### config.mk
export PLATFORM = sky130hd
export DESIGN_NAME = usbdev_aon_wake_mp
export DESIGN_NICKNAME = d
export VERILOG_FILES = /design/src/rtl/usbdev_aon_wake_mp.sv
export SDC_FILE = /design/constraint.sdc
export NUM_CORES = 1
export LEC_CHECK = 0
export CAP_MARGIN = 40
export CORE_ASPECT_RATIO = 1.25
export CORE_UTILIZATION = 55
export DETAILED_ROUTE_END_ITERATION = 7
export GPL_ROUTABILITY_DRIVEN = 0
export PLACE_DENSITY = 0.78
export SYNTH_ARGS = -nofsm -noshare
export SYNTH_HDL_FRONTEND = slang
export SYNTH_SLANG_ARGS = --single-unit
### constraint.sdc
create_clock -name clk_aon_i -period 2.32 [get_ports clk_aon_i]
set_input_delay 0.464 -clock clk_aon_i [delete_from_list [all_inputs] [get_ports clk_aon_i]]
set_output_delay 0.464 -clock clk_aon_i [all_outputs]
set_load 0.01 [all_outputs]
### src/rtl/usbdev_aon_wake_mp.sv
// Always-on USB suspend/wake monitor with one independent FSM per port.
// Line events are synchronised, filtered, then turned into sticky flags and a wake request.

module usbdev_aon_wake_filt #(
    parameter int Cycles = 4
) (
    input  logic clk,
    input  logic rst,
    input  logic in,
    output logic out
);
    localparam int CntW = (Cycles > 0) ? $clog2(Cycles + 1) : 1;
    localparam logic [CntW-1:0] CntLast = CntW'((Cycles > 0) ? Cycles - 1 : 0);

    logic [1:0]      sync_q;
    logic [CntW-1:0] cnt_q;

    // The output moves only once the synced value has differed from it for Cycles samples.
    always_ff @(posedge clk or posedge rst) begin
        if (rst) begin
            sync_q <= '0;
            cnt_q  <= '0;
            out    <= 1'b0;
        end else begin
            sync_q <= {sync_q[0], in};
            if (sync_q[1] == out) begin
                cnt_q <= '0;
            end else if (cnt_q == CntLast) begin
                out   <= sync_q[1];
                cnt_q <= '0;
            end else begin
                cnt_q <= cnt_q + CntW'(1);
            end
        end
    end
endmodule

module usbdev_aon_wake_mp #(
    parameter int NumPorts          = 1,
    parameter int IdleFilterCycles  = 4,
    parameter int ResetFilterCycles = 3,
    parameter int SenseFilterCycles = 3,
    parameter int ArmCycles         = 2,
    parameter int TimeoutCycles     = 1024
) (
    input  logic                  clk_aon_i,
    input  logic                  rst_aon_i,
    input  logic [NumPorts-1:0]   usb_dp_i,
    input  logic [NumPorts-1:0]   usb_dn_i,
    input  logic [NumPorts-1:0]   usb_sense_i,
    input  logic [NumPorts-1:0]   usbdev_dppullup_en_i,
    input  logic [NumPorts-1:0]   usbdev_dnpullup_en_i,
    input  logic [NumPorts-1:0]   suspend_req_aon_i,
    input  logic [NumPorts-1:0]   wake_ack_aon_i,
    input  logic [3*NumPorts-1:0] event_en_aon_i,
    output logic [NumPorts-1:0]   usb_dppullup_en_o,
    output logic [NumPorts-1:0]   usb_dnpullup_en_o,
    output logic [NumPorts-1:0]   wake_req_aon_o,
    output logic                  wake_req_any_aon_o,
    output logic [NumPorts-1:0]   bus_not_idle_aon_o,
    output logic [NumPorts-1:0]   bus_reset_aon_o,
    output logic [NumPorts-1:0]   sense_lost_aon_o,
    output logic [NumPorts-1:0]   wake_timeout_aon_o,
    output logic [NumPorts-1:0]   wake_detect_active_aon_o
);
    typedef enum logic [1:0] {IDLE, ARM, ACTIVE, WAKE} state_e;

    localparam int ArmW = (ArmCycles > 0) ? $clog2(ArmCycles + 1) : 1;
    localparam logic [ArmW-1:0] ArmLast = ArmW'((ArmCycles > 0) ? ArmCycles - 1 : 0);
    localparam int ToW = $clog2(TimeoutCycles + 1);
    localparam logic [ToW-1:0] ToMax = ToW'(TimeoutCycles);

    for (genvar i = 0; i < NumPorts; i++) begin : g_port
        state_e          state_q, state_d;
        logic [ArmW-1:0] arm_cnt_q, arm_cnt_d;
        logic [ToW-1:0]  to_cnt_q;
        logic            timeout_q;
        logic [2:0]      flags_q;
        logic [1:0]      dp_pu_sync_q, dn_pu_sync_q;
        logic            dp_pu_q, dn_pu_q;
        logic            not_idle_f, se0_f, lost_f;
        logic [2:0]      ev;
        logic            idle;

        assign idle = (state_q == IDLE);

        assign usb_dppullup_en_o[i] = idle ? usbdev_dppullup_en_i[i] : dp_pu_q;
        assign usb_dnpullup_en_o[i] = idle ? usbdev_dnpullup_en_i[i] : dn_pu_q;

        usbdev_aon_wake_filt #(.Cycles(IdleFilterCycles)) u_filt_idle (
            .clk (clk_aon_i),
            .rst (rst_aon_i),
            .in  ((usb_dp_i[i] != usb_dppullup_en_o[i]) | (usb_dn_i[i] != usb_dnpullup_en_o[i])),
            .out (not_idle_f)
        );

        usbdev_aon_wake_filt #(.Cycles(ResetFilterCycles)) u_filt_se0 (
            .clk (clk_aon_i),
            .rst (rst_aon_i),
            .in  (~usb_dp_i[i] & ~usb_dn_i[i]),
            .out (se0_f)
        );

        usbdev_aon_wake_filt #(.Cycles(SenseFilterCycles)) u_filt_lost (
            .clk (clk_aon_i),
            .rst (rst_aon_i),
            .in  (~usb_sense_i[i]),
            .out (lost_f)
        );

        assign ev = {lost_f, se0_f, not_idle_f};

        always_comb begin
            state_d   = state_q;
            arm_cnt_d = arm_cnt_q;
            case (state_q)
                IDLE: begin
                    if (suspend_req_aon_i[i]) begin
                        arm_cnt_d = '0;
                        if (ArmCycles == 0) state_d = ACTIVE;
                        else                state_d = ARM;
                    end
                end
                ARM: begin
                    if (wake_ack_aon_i[i])           state_d = IDLE;
                    else if (arm_cnt_q == ArmLast)   state_d = ACTIVE;
                    else                             arm_cnt_d = arm_cnt_q + ArmW'(1);
                end
                ACTIVE: begin
                    if (wake_ack_aon_i[i])                           state_d = IDLE;
                    else if (|(ev & event_en_aon_i[3*i +: 3]))       state_d = WAKE;
                end
                WAKE: begin
                    if (wake_ack_aon_i[i]) state_d = IDLE;
                end
                default: state_d = IDLE;
            endcase
        end

        always_ff @(posedge clk_aon_i or posedge rst_aon_i) begin
            if (rst_aon_i) begin
                state_q      <= IDLE;
                arm_cnt_q    <= '0;
                to_cnt_q     <= '0;
                timeout_q    <= 1'b0;
                flags_q      <= '0;
                dp_pu_sync_q <= '0;
                dn_pu_sync_q <= '0;
                dp_pu_q      <= 1'b0;
                dn_pu_q      <= 1'b0;
            end else begin
                state_q      <= state_d;
                arm_cnt_q    <= arm_cnt_d;
                dp_pu_sync_q <= {dp_pu_sync_q[0], usbdev_dppullup_en_i[i]};
                dn_pu_sync_q <= {dn_pu_sync_q[0], usbdev_dnpullup_en_i[i]};
                if (idle) begin
                    dp_pu_q <= dp_pu_sync_q[1];
                    dn_pu_q <= dn_pu_sync_q[1];
                end
                // Flags and timeout clear only after a full cycle in IDLE, so they survive the ack edge.
                if (idle) begin
                    flags_q   <= '0;
                    to_cnt_q  <= '0;
                    timeout_q <= 1'b0;
                end else if (state_q != ARM) begin
                    flags_q <= flags_q | ev;
                    if (state_q == WAKE && to_cnt_q != ToMax) begin
                        to_cnt_q <= to_cnt_q + ToW'(1);
                        if (to_cnt_q == ToMax - ToW'(1)) timeout_q <= 1'b1;
                    end
                end
            end
        end

        assign wake_req_aon_o[i]           = (state_q == WAKE);
        assign wake_detect_active_aon_o[i] = ~idle;
        assign bus_not_idle_aon_o[i]       = flags_q[0];
        assign bus_reset_aon_o[i]          = flags_q[1];
        assign sense_lost_aon_o[i]         = flags_q[2];
        assign wake_timeout_aon_o[i]       = timeout_q;
    end

    assign wake_req_any_aon_o = |wake_req_aon_o;
endmodule

==> results of run 1 <==
==> worst max path at each step <==
stage | start | cells past startpoint | endpoint
3_3_place_gp | usbdev_dppullup_en_i | 4 | usb_dppullup_en_o
2_1_floorplan | g_port[0].state_q[1]$_DFFE_PP0P_ | 4 | g_port[0].u_filt_idle.sync_q[0]$_DFF_PP0_
5_1_grt | g_port[0].state_q[1]$_DFFE_PP0P_ | 4 | wake_req_any_aon_o
6_report | usbdev_dppullup_en_i | 4 | usb_dppullup_en_o
4_1_cts | g_port[0].state_q[1]$_DFFE_PP0P_ | 4 | wake_req_aon_o
3_5_place_dp | usbdev_dppullup_en_i | 4 | usb_dppullup_en_o
==> cell type report <==
cell class                 count  area share [%]
inverter                       8            1.28
clock inverter                 2            1.60
tap                           37            1.98
sequential                    41            43.9
timing repair buffer          27            10.8
multi-input combinational    128            36.9
clock buffer                   6            3.53
==> sequential cells by signal, summed over array words and instances, names as in the netlist, 2 cells and up <==
register,count
g_port.flags_q,3
g_port.arm_cnt_q,2
g_port.state_q,2
g_port.u_filt_lost.sync_q,2
g_port.u_filt_idle.sync_q,2
g_port.to_cnt_q,11
g_port.dp_pu_sync_q,2
g_port.u_filt_se0.sync_q,2
g_port.u_filt_lost.cnt_q,2
g_port.u_filt_idle.cnt_q,3
g_port.dn_pu_sync_q,2
g_port.u_filt_se0.cnt_q,2
==> metal layers <==
layer | vias up | wire length [microns] | track usage, %
met4 | 0 | 112 | 13.4
met1 | 767 | 1580 | 27.1
met3 | 14 | 142 | 5.78
li1 | 726 | - | -
met5 | - | 0 | 0
met2 | 37 | 2190 | 44.0
==> logic make-up (layout without fill, tap and decap cells) <==
family	count (synthesis)	after routing
xor+xnor	3	3
fa+ha+maj	4	4
mux	6	6
simple gates	74	74
flops	41	41
buf+inv	18	43
compound gates	41	41
==> through the flow <==
step	instances	hold slack, ns	TNS [ns]	total power, W
floorplan	187	0.331	0	0.00146
global placement	241	0.333	-0.188	0.00169
detailed placement	241	0.337	-0.244	0.00175
CTS	249	0.361	0	0.00234
global route	249	0.362	0	0.00248
finish	249	0.359	0	0.00233
==> critical path: stages <==
cell	delay, ns
clkdlybuf4s50_1	0.47
or3b_2	0.46
nand2_1	0.08
dlygate4sd2_1	0.28
==> power groups by stage <==
stage	clock (W)	combinational (W)	sequential [W]
after global placement	0	0.000701	0.000987
after floorplan	0	0.000504	0.000959
after detailed placement	0	0.000750	0.00100
final	0.000597	0.000742	0.000989
after CTS	0.000610	0.000739	0.000989
after global routing	0.000638	0.000829	0.00101
==> timing repair <==
item,in CTS,in global routing
resized for setup,4,1
pin swaps,0,0
endpoints found under the setup margin,4,2
==> cells in the final DEF, fill, tap and decap left out, types with 6 or more instances in the layout <==
cell	instances
inv_1	8
clkdlybuf4s50_1	18
nand2_1	17
nor2b_1	9
o21ai_0	6
nor2_1	9
clkbuf_8	6
and3_1	7
dfrtp_1	40
buf_4	6
a21oi_1	9
==> metrics, run 1 <==
Pre-antenna DRT Iters=4; WL final=4.03 mm; Hold Crit Class=reg2reg; status=finished, final reports clean; largest net degree at the start of global routing=42; Setup crit start kind=input pin; post-synthesis sequential area ratio=52.2%; Final period util=95.4%; VDD IR max=729 uV; # hold bufs at CTS=0; FF+latch count, synth=41; global route overflow=0; CTS Root Cell=clkbuf_8; complex-gate fraction of the synthesized area=15.2%; Hold Path Stages=0; Synth Cell Area=0.00197 sq mm; Worst Path Arrival=1.75 ns; asr flop ratio synth=100%; Simple-Gate Fraction of Synth Area=21.4%; HP Start=g_port[0].u_filt_se0.sync_q[0]$_DFF_PP0_; Synth Instances=187; reg2reg end=g_port[0].u_filt_idle.sync_q[0]$_DFF_PP0_; htree depth=2; YS warnings=0; routed len/inst=16.2 microns; global-route wire length before repair=7.11 mm; min cycle time layout=2.21 ns; Max Transition Viols Final=0; CTS tree=done; slew of the pin with the lowest slew margin=0.722 ns; Initial Utilization=59.4%; Starting DRT DRC Count=43; endpoints failing hold=0; largest family of logic cells by synthesized area=simple AND/OR/NAND/NOR gates; critical path fanouts, max=2; switching power total=0.000764 W; Max Fclk=452 MHz; # Post-CTS Setup Buffers=0; Die Y=68.9 microns; adder-cell area share of the yosys netlist=2.54%; most frequent cells after synthesis=dfrtp_1, nand2_1, a21oi_1, nor2_1, nor2b_1; Avg Cell Area, Syn=10.5 sq um; post-DP HPWL=2.87 mm; Port Buf Inserts=20; Synth Area in XOR/XNOR=1.34%; P&R area growth vs syn=19.1%; worst hold path endpoint=g_port[0].u_filt_se0.sync_q[1]$_DFF_PP0_; site row count=23; Setup violations, final=0; # fillers=262; Sw Share=32.8%; Reg2Reg Depth=4; DIE WIDTH=55.5 microns; Final nets=227; Core Region=0.00331 sq mm; Yosys top cell by area=dfrtp_1; multi-input logic area=865 sq um; most frequent cell after synthesis=dfrtp_1; number of remaining DRC errors=0; Clk pin slew, worst setup/hold paths=0.08 ns; Clock power frac=25.6%; layout cells sized above 1=13.2%; internal cell power=0.00156 W; clock sink count=41; Rel. slew slack=51.2%; I/O Pins=21; die footprint=0.00382 sq mm; post-synthesis cell type count=50; FF-to-FF setup slack=0.49 ns; Post-synth EDFFs=0; number of global-route vias before repair=1553; CTS Buffer Depth=2; Placed Area=0.00222 sq mm; Yosys top cell area share=52.2%; Seq pwr share=42.5%; Num CTS Buffers=5; Setup Crit Path Kind=in2out; Crit. End Element=output port; Post-Place Setup Slack=-0.167 ns; utilization after layout=70.8%; worst setup margin=0.108 ns; WP data required=1.86 ns; total of max-cap violations=0; Comb power frac=31.9%; Final Instance Area=0.00234 sq mm; Setup Skew=0.00551 ns; Post-Syn Nets=203; RSZ-0062 raised after global routing=no; Power per Cell Area=994 mW/mm^2; synth top area cells=dfrtp_1, nand2_1, nor2b_1, ha_1, a21oi_1; Reg2Reg Launch Point=g_port[0].state_q[1]$_DFFE_PP0P_; Clk Latency, worst-skew pair=0.29 ns; Pleak=1.08 nW; register area=0.00103 sq mm; Final ANT Viol Nets=0; Antenna diodes=0; GRT Overall Usage=24.4%; multiplexer share of the synthesized area=3.31%; main flop type after synthesis=dfrtp_1; vias=1544; initial antenna violation count=0; vias per std cell=6.20
Power figures use the tool's default switching activity.
==> run 2: changes to the inputs <==
--- a/config.mk
+++ b/config.mk
@@ -8,9 +8,11 @@
 export CAP_MARGIN = 40
 export CORE_ASPECT_RATIO = 1.25
 export CORE_UTILIZATION = 55
+export CTS_CLUSTER_SIZE = 8
 export DETAILED_ROUTE_END_ITERATION = 7
 export GPL_ROUTABILITY_DRIVEN = 0
 export PLACE_DENSITY = 0.78
+export RECOVER_POWER = 100
 export SYNTH_ARGS = -nofsm -noshare
 export SYNTH_HDL_FRONTEND = slang
 export SYNTH_SLANG_ARGS = --single-unit
==> metrics, run 2 (synthesized netlist as in run 1, its figures left out) <==
Worst Path Arrival=1.75 ns; Power per Cell Area=986 mW/mm^2; Core Region=0.00331 sq mm; multi-input logic area=862 sq um; Final ANT Viol Nets=0; total of max-cap violations=0; Final nets=227; WL final=4.04 mm; Seq pwr share=42.9%; Largest regs=g_port.to_cnt_q x11, g_port.flags_q x3, g_port.u_filt_idle.cnt_q x3; routed len/inst=16.2 microns; Hold Crit Class=reg2reg; Crit. End Element=output port; Reg2Reg Launch Point=g_port[0].state_q[1]$_DFFE_PP0P_; slew of the pin with the lowest slew margin=0.991 ns; RSZ-0062 raised after global routing=no; I/O Pins=21; Initial Utilization=59.4%; Setup Crit Path Kind=in2out; reg2reg end=g_port[0].u_filt_idle.sync_q[0]$_DFF_PP0_; Setup Skew=0.00499 ns; register with the most flip-flops=g_port.to_cnt_q; # fillers=265; # Post-CTS Setup Buffers=0; Comb power frac=31.2%; site row count=23; global route overflow=0; Reg2Reg Depth=4; Pre-antenna DRT Iters=4; Clk pin slew, worst setup/hold paths=0.08 ns; Die Y=68.9 microns; Max Transition Viols Final=0; WP data required=1.86 ns; Antenna diodes=0; Final Instance Area=0.00233 sq mm; WHS=0.359 ns; Num CTS Buffers=5; clock sink count=41; endpoints failing hold=0; internal cell power=0.00154 W; most frequent cells in the layout=dfrtp_1, nand2_1, dlygate4sd3_1; switching power total=0.000761 W; VDD IR max=720 uV; DIE WIDTH=55.5 microns; number of global-route vias before repair=1553; layout cells sized above 1=12.3%; Sw Share=33.0%; min cycle time layout=2.21 ns; largest net degree at the start of global routing=42; Placed Area=0.00222 sq mm; FF-to-FF setup slack=0.50 ns; Clock power frac=25.9%; max FFs per register=11; number of remaining DRC errors=0; initial antenna violation count=0; status=finished, final reports clean; Port Buf Inserts=20; vias per std cell=6.20; Rel. slew slack=33.9%; Final period util=95.4%; P&R area growth vs syn=18.6%; die footprint=0.00382 sq mm; CTS Root Cell=clkbuf_8; worst hold path endpoint=g_port[0].u_filt_se0.sync_q[1]$_DFF_PP0_; Clk Latency, worst-skew pair=0.29 ns; Setup crit start kind=input pin; most common cell after layout, fill and taps aside=dfrtp_1; vias=1545; Setup violations, final=0; CTS Buffer Depth=2; CTS tree=done; GRT Overall Usage=24.4%; post-DP HPWL=2.87 mm; global-route wire length before repair=7.11 mm; Hold Path Stages=0; Max Fclk=452 MHz; htree depth=2; Starting DRT DRC Count=42; Pleak=1.10 nW; register area=0.00103 sq mm; critical path fanouts, max=2; HP Start=g_port[0].u_filt_se0.sync_q[0]$_DFF_PP0_
-- run 2: power groups by stage --
stage                     registers [W]  clock network, W  logic, W
final                          0.000988          0.000596  0.000718
after global routing            0.00101          0.000638  0.000806
after CTS                      0.000989          0.000610  0.000739
after detailed placement        0.00100                 0  0.000750
after global placement         0.000987                 0  0.000701
after floorplan                0.000959                 0  0.000504
-- run 2: final cells by class --
cell class / instances / share of cell area (%)
inverter: 8 / 1.29
tap: 37 / 1.98
timing repair buffer: 27 / 10.6
clock inverter: 2 / 1.61
clock buffer: 6 / 3.54
multi-input combinational: 128 / 36.9
sequential: 41 / 44.0
-- run 2: worst max-delay path by stage --
stage                                          start                                   endpoint  slack (ns)  cells past startpoint
floorplan           g_port[0].state_q[1]$_DFFE_PP0P_  g_port[0].u_filt_idle.sync_q[0]$_DFF_PP0_        0.67                      4
CTS                 g_port[0].state_q[1]$_DFFE_PP0P_                             wake_req_aon_o        0.03                      4
global placement                usbdev_dppullup_en_i                          usb_dppullup_en_o       -0.14                      4
finish                          usbdev_dppullup_en_i                          usb_dppullup_en_o        0.11                      4
global route        g_port[0].state_q[1]$_DFFE_PP0P_                         wake_req_any_aon_o        0.04                      4
detailed placement              usbdev_dppullup_en_i                          usb_dppullup_en_o       -0.17                      4
-- run 2: critical path, stage by stage --
cell and delay, ns:
clkdlybuf4s50_1 0.47, or3b_2 0.46, nand2_1 0.08, dlygate4sd2_1 0.28
-- run 2: what timing repair did --
item | in CTS | in global routing
gates cloned | 0 | 0
endpoints found under the setup margin | 4 | 2
hold buffers | 0 | 0
resized for setup | 4 | 1
-- run 2: through the flow --
stage	power, W	setup TNS, ns	cells	utilization [%]	setup WS [ns]
floorplan	0.00146	0	187	-	0.665
global placement	0.00169	-0.188	241	67.0	-0.138
detailed placement	0.00175	-0.244	241	67.0	-0.167
CTS	0.00234	0	249	70.7	0.0294
global route	0.00245	0	249	70.5	0.0404
finish	0.00230	0	249	70.5	0.108
-- run 2: layer usage --
metal | up-vias | GRT usage [%] | wire [microns]
met5 | - | 0 | 0
met1 | 776 | 27.1 | 1570
met2 | 30 | 44.0 | 2230
li1 | 727 | - | -
met4 | 0 | 13.4 | 104
met3 | 12 | 5.78 | 139
==> run 3: changes to the inputs <==
--- a/config.mk
+++ b/config.mk
@@ -7,6 +7,7 @@
 export LEC_CHECK = 0
 export CAP_MARGIN = 40
 export CORE_ASPECT_RATIO = 1.25
+export CORE_MARGIN = 4
 export CORE_UTILIZATION = 55
 export CTS_CLUSTER_SIZE = 8
 export DETAILED_ROUTE_END_ITERATION = 7
==> metrics, run 3 (synthesized netlist as in run 1, its figures left out) <==
Final Instance Area=0.00232 sq mm; die footprint=0.00460 sq mm; Non-Filler Instances=251; Worst Path Arrival=1.74 ns; most frequent cells in the layout=dfrtp_1, nand2_1; min cycle time layout=2.20 ns; Starting DRT DRC Count=61; CTS tree=done; Seq pwr share=43.4%; layout cells sized above 1=10.8%; switching power total=0.000760 W; global-route wire length before repair=6.83 mm; Core Region=0.00345 sq mm; Max Fclk=454 MHz; WHS=0.352 ns; vias per std cell=5.94; utilization after layout=67.2%; slew of the pin with the lowest slew margin=0.987 ns; Setup violations, final=0; Post-Place Setup Slack=-0.153 ns; Rel. slew slack=34.2%; Placed Area=0.00222 sq mm; # fillers=270; initial antenna violation count=0; internal cell power=0.00150 W; global route overflow=0; I/O Pins=21; Clock power frac=25.5%; number of global-route vias before repair=1517; Die Y=74.9 microns; VDD IR max=831 uV; CTS Buffer Depth=2; Placed Cells incl. Taps=243; Clk Latency, worst-skew pair=0.29 ns; Final ANT Viol Nets=0; # hold bufs at CTS=0; RSZ-0062 raised after global routing=no; post-DP HPWL=2.84 mm; Power per Cell Area=976 mW/mm^2; Comb power frac=31.1%; Sw Share=33.6%; most common cell after layout, fill and taps aside=dfrtp_1; status=finished, final reports clean; register with the most flip-flops=g_port.to_cnt_q; Crit. End Element=output port; CTS Root Cell=clkbuf_8; max FFs per register=11; WP data required=1.86 ns; Largest regs=g_port.to_cnt_q x11, g_port.flags_q x3, g_port.u_filt_idle.cnt_q x3; Num CTS Buffers=5; Max Transition Viols Final=0; clock sink count=41; GRT Overall Usage=20.0%; Hold Crit Class=reg2reg; site row count=24; Final nets=227; Clk pin slew, worst setup/hold paths=0.08 ns; critical path fanouts, max=2; vias=1490; Pre-antenna DRT Iters=4; Setup Crit Path Kind=in2out; Setup Skew=0.00235 ns; DIE WIDTH=61.5 microns; P&R area growth vs syn=17.9%; # Post-CTS Setup Buffers=0; Port Buf Inserts=20; largest net degree at the start of global routing=42; Final period util=94.9%; Initial Utilization=57.0%; endpoints failing hold=0; Pleak=1.09 nW; htree depth=2; total of max-cap violations=0; WL final=4.03 mm; Antenna diodes=0; worst setup margin=0.119 ns; number of remaining DRC errors=0; Setup crit start kind=input pin; routed len/inst=16.0 microns
## run 3: critical path: stages
cell,delay [ns]
dlygate4sd3_1,0.54
or3b_1,0.37
nand2_1,0.09
dlygate4sd2_1,0.27
## run 3: cell type report
| cell class | instances | area, sq um | area share, % |
|---|---|---|---|
| repair buffers | 27 | 240 | 10.4 |
| flip-flops and latches | 41 | 1030 | 44.2 |
| clock inverters | 3 | 46.3 | 2.00 |
| multi-input cells | 128 | 860 | 37.1 |
| clock buffers | 5 | 68.8 | 2.97 |
| well taps | 39 | 48.8 | 2.10 |
| inverters | 8 | 30.0 | 1.29 |
## run 3: final timing paths
| check | start | endpoint | slack (ns) | cells after the start |
|---|---|---|---|---|
| setup / recovery | usbdev_dnpullup_en_i | usb_dnpullup_en_o | 0.12 | 4 |
| hold / removal | g_port[0].u_filt_idle.sync_q[0]$_DFF_PP0_ | g_port[0].u_filt_idle.sync_q[1]$_DFF_PP0_ | 0.35 | 0 |
| setup reg to reg | g_port[0].state_q[0]$_DFFE_PP0P_ | g_port[0].to_cnt_q[1]$_DFFE_PP0P_ | 0.24 | 4 |
| hold reg to reg | g_port[0].u_filt_idle.sync_q[0]$_DFF_PP0_ | g_port[0].u_filt_idle.sync_q[1]$_DFF_PP0_ | 0.35 | 0 |
| max in group asynchronous | rst_aon_i | g_port[0].to_cnt_q[0]$_DFFE_PP0P_ | 0.81 | 3 |
| min in group asynchronous | rst_aon_i | g_port[0].u_filt_lost.cnt_q[0]$_DFF_PP0_ | 0.91 | 3 |
## run 3: routing by layer
layer / global-route usage (%) / vias to the layer above / part of all wire, %
li1: - / 725 / -
met1: 23.8 / 729 / 40
met2: 34.5 / 28 / 54
met3: 5.32 / 8 / 3.7
met4: 7.08 / 0 / 1.8
met5: 0 / - / 0
## run 3: power groups by stage
stage | registers [W] | logic [W] | clock network, W
floorplan | 0.000959 | 0.000504 | 0
global placement | 0.000985 | 0.000708 | 0
detailed placement | 0.000999 | 0.000747 | 0
CTS | 0.000986 | 0.000745 | 0.000593
global route | 0.00100 | 0.000797 | 0.000618
finish | 0.000982 | 0.000704 | 0.000577
## run 3: what timing repair did
item                                    CTS  global route
gates resized for setup                   2             0
endpoints found under the setup margin    2             0
endpoints found under the hold margin     0             0
## run 3: through the flow
step | total power (W) | TNS [ns]
2_1_floorplan | 0.00146 | 0
3_3_place_gp | 0.00169 | -0.195
3_5_place_dp | 0.00175 | -0.238
4_1_cts | 0.00232 | 0
5_1_grt | 0.00242 | 0
6_report | 0.00226 | 0
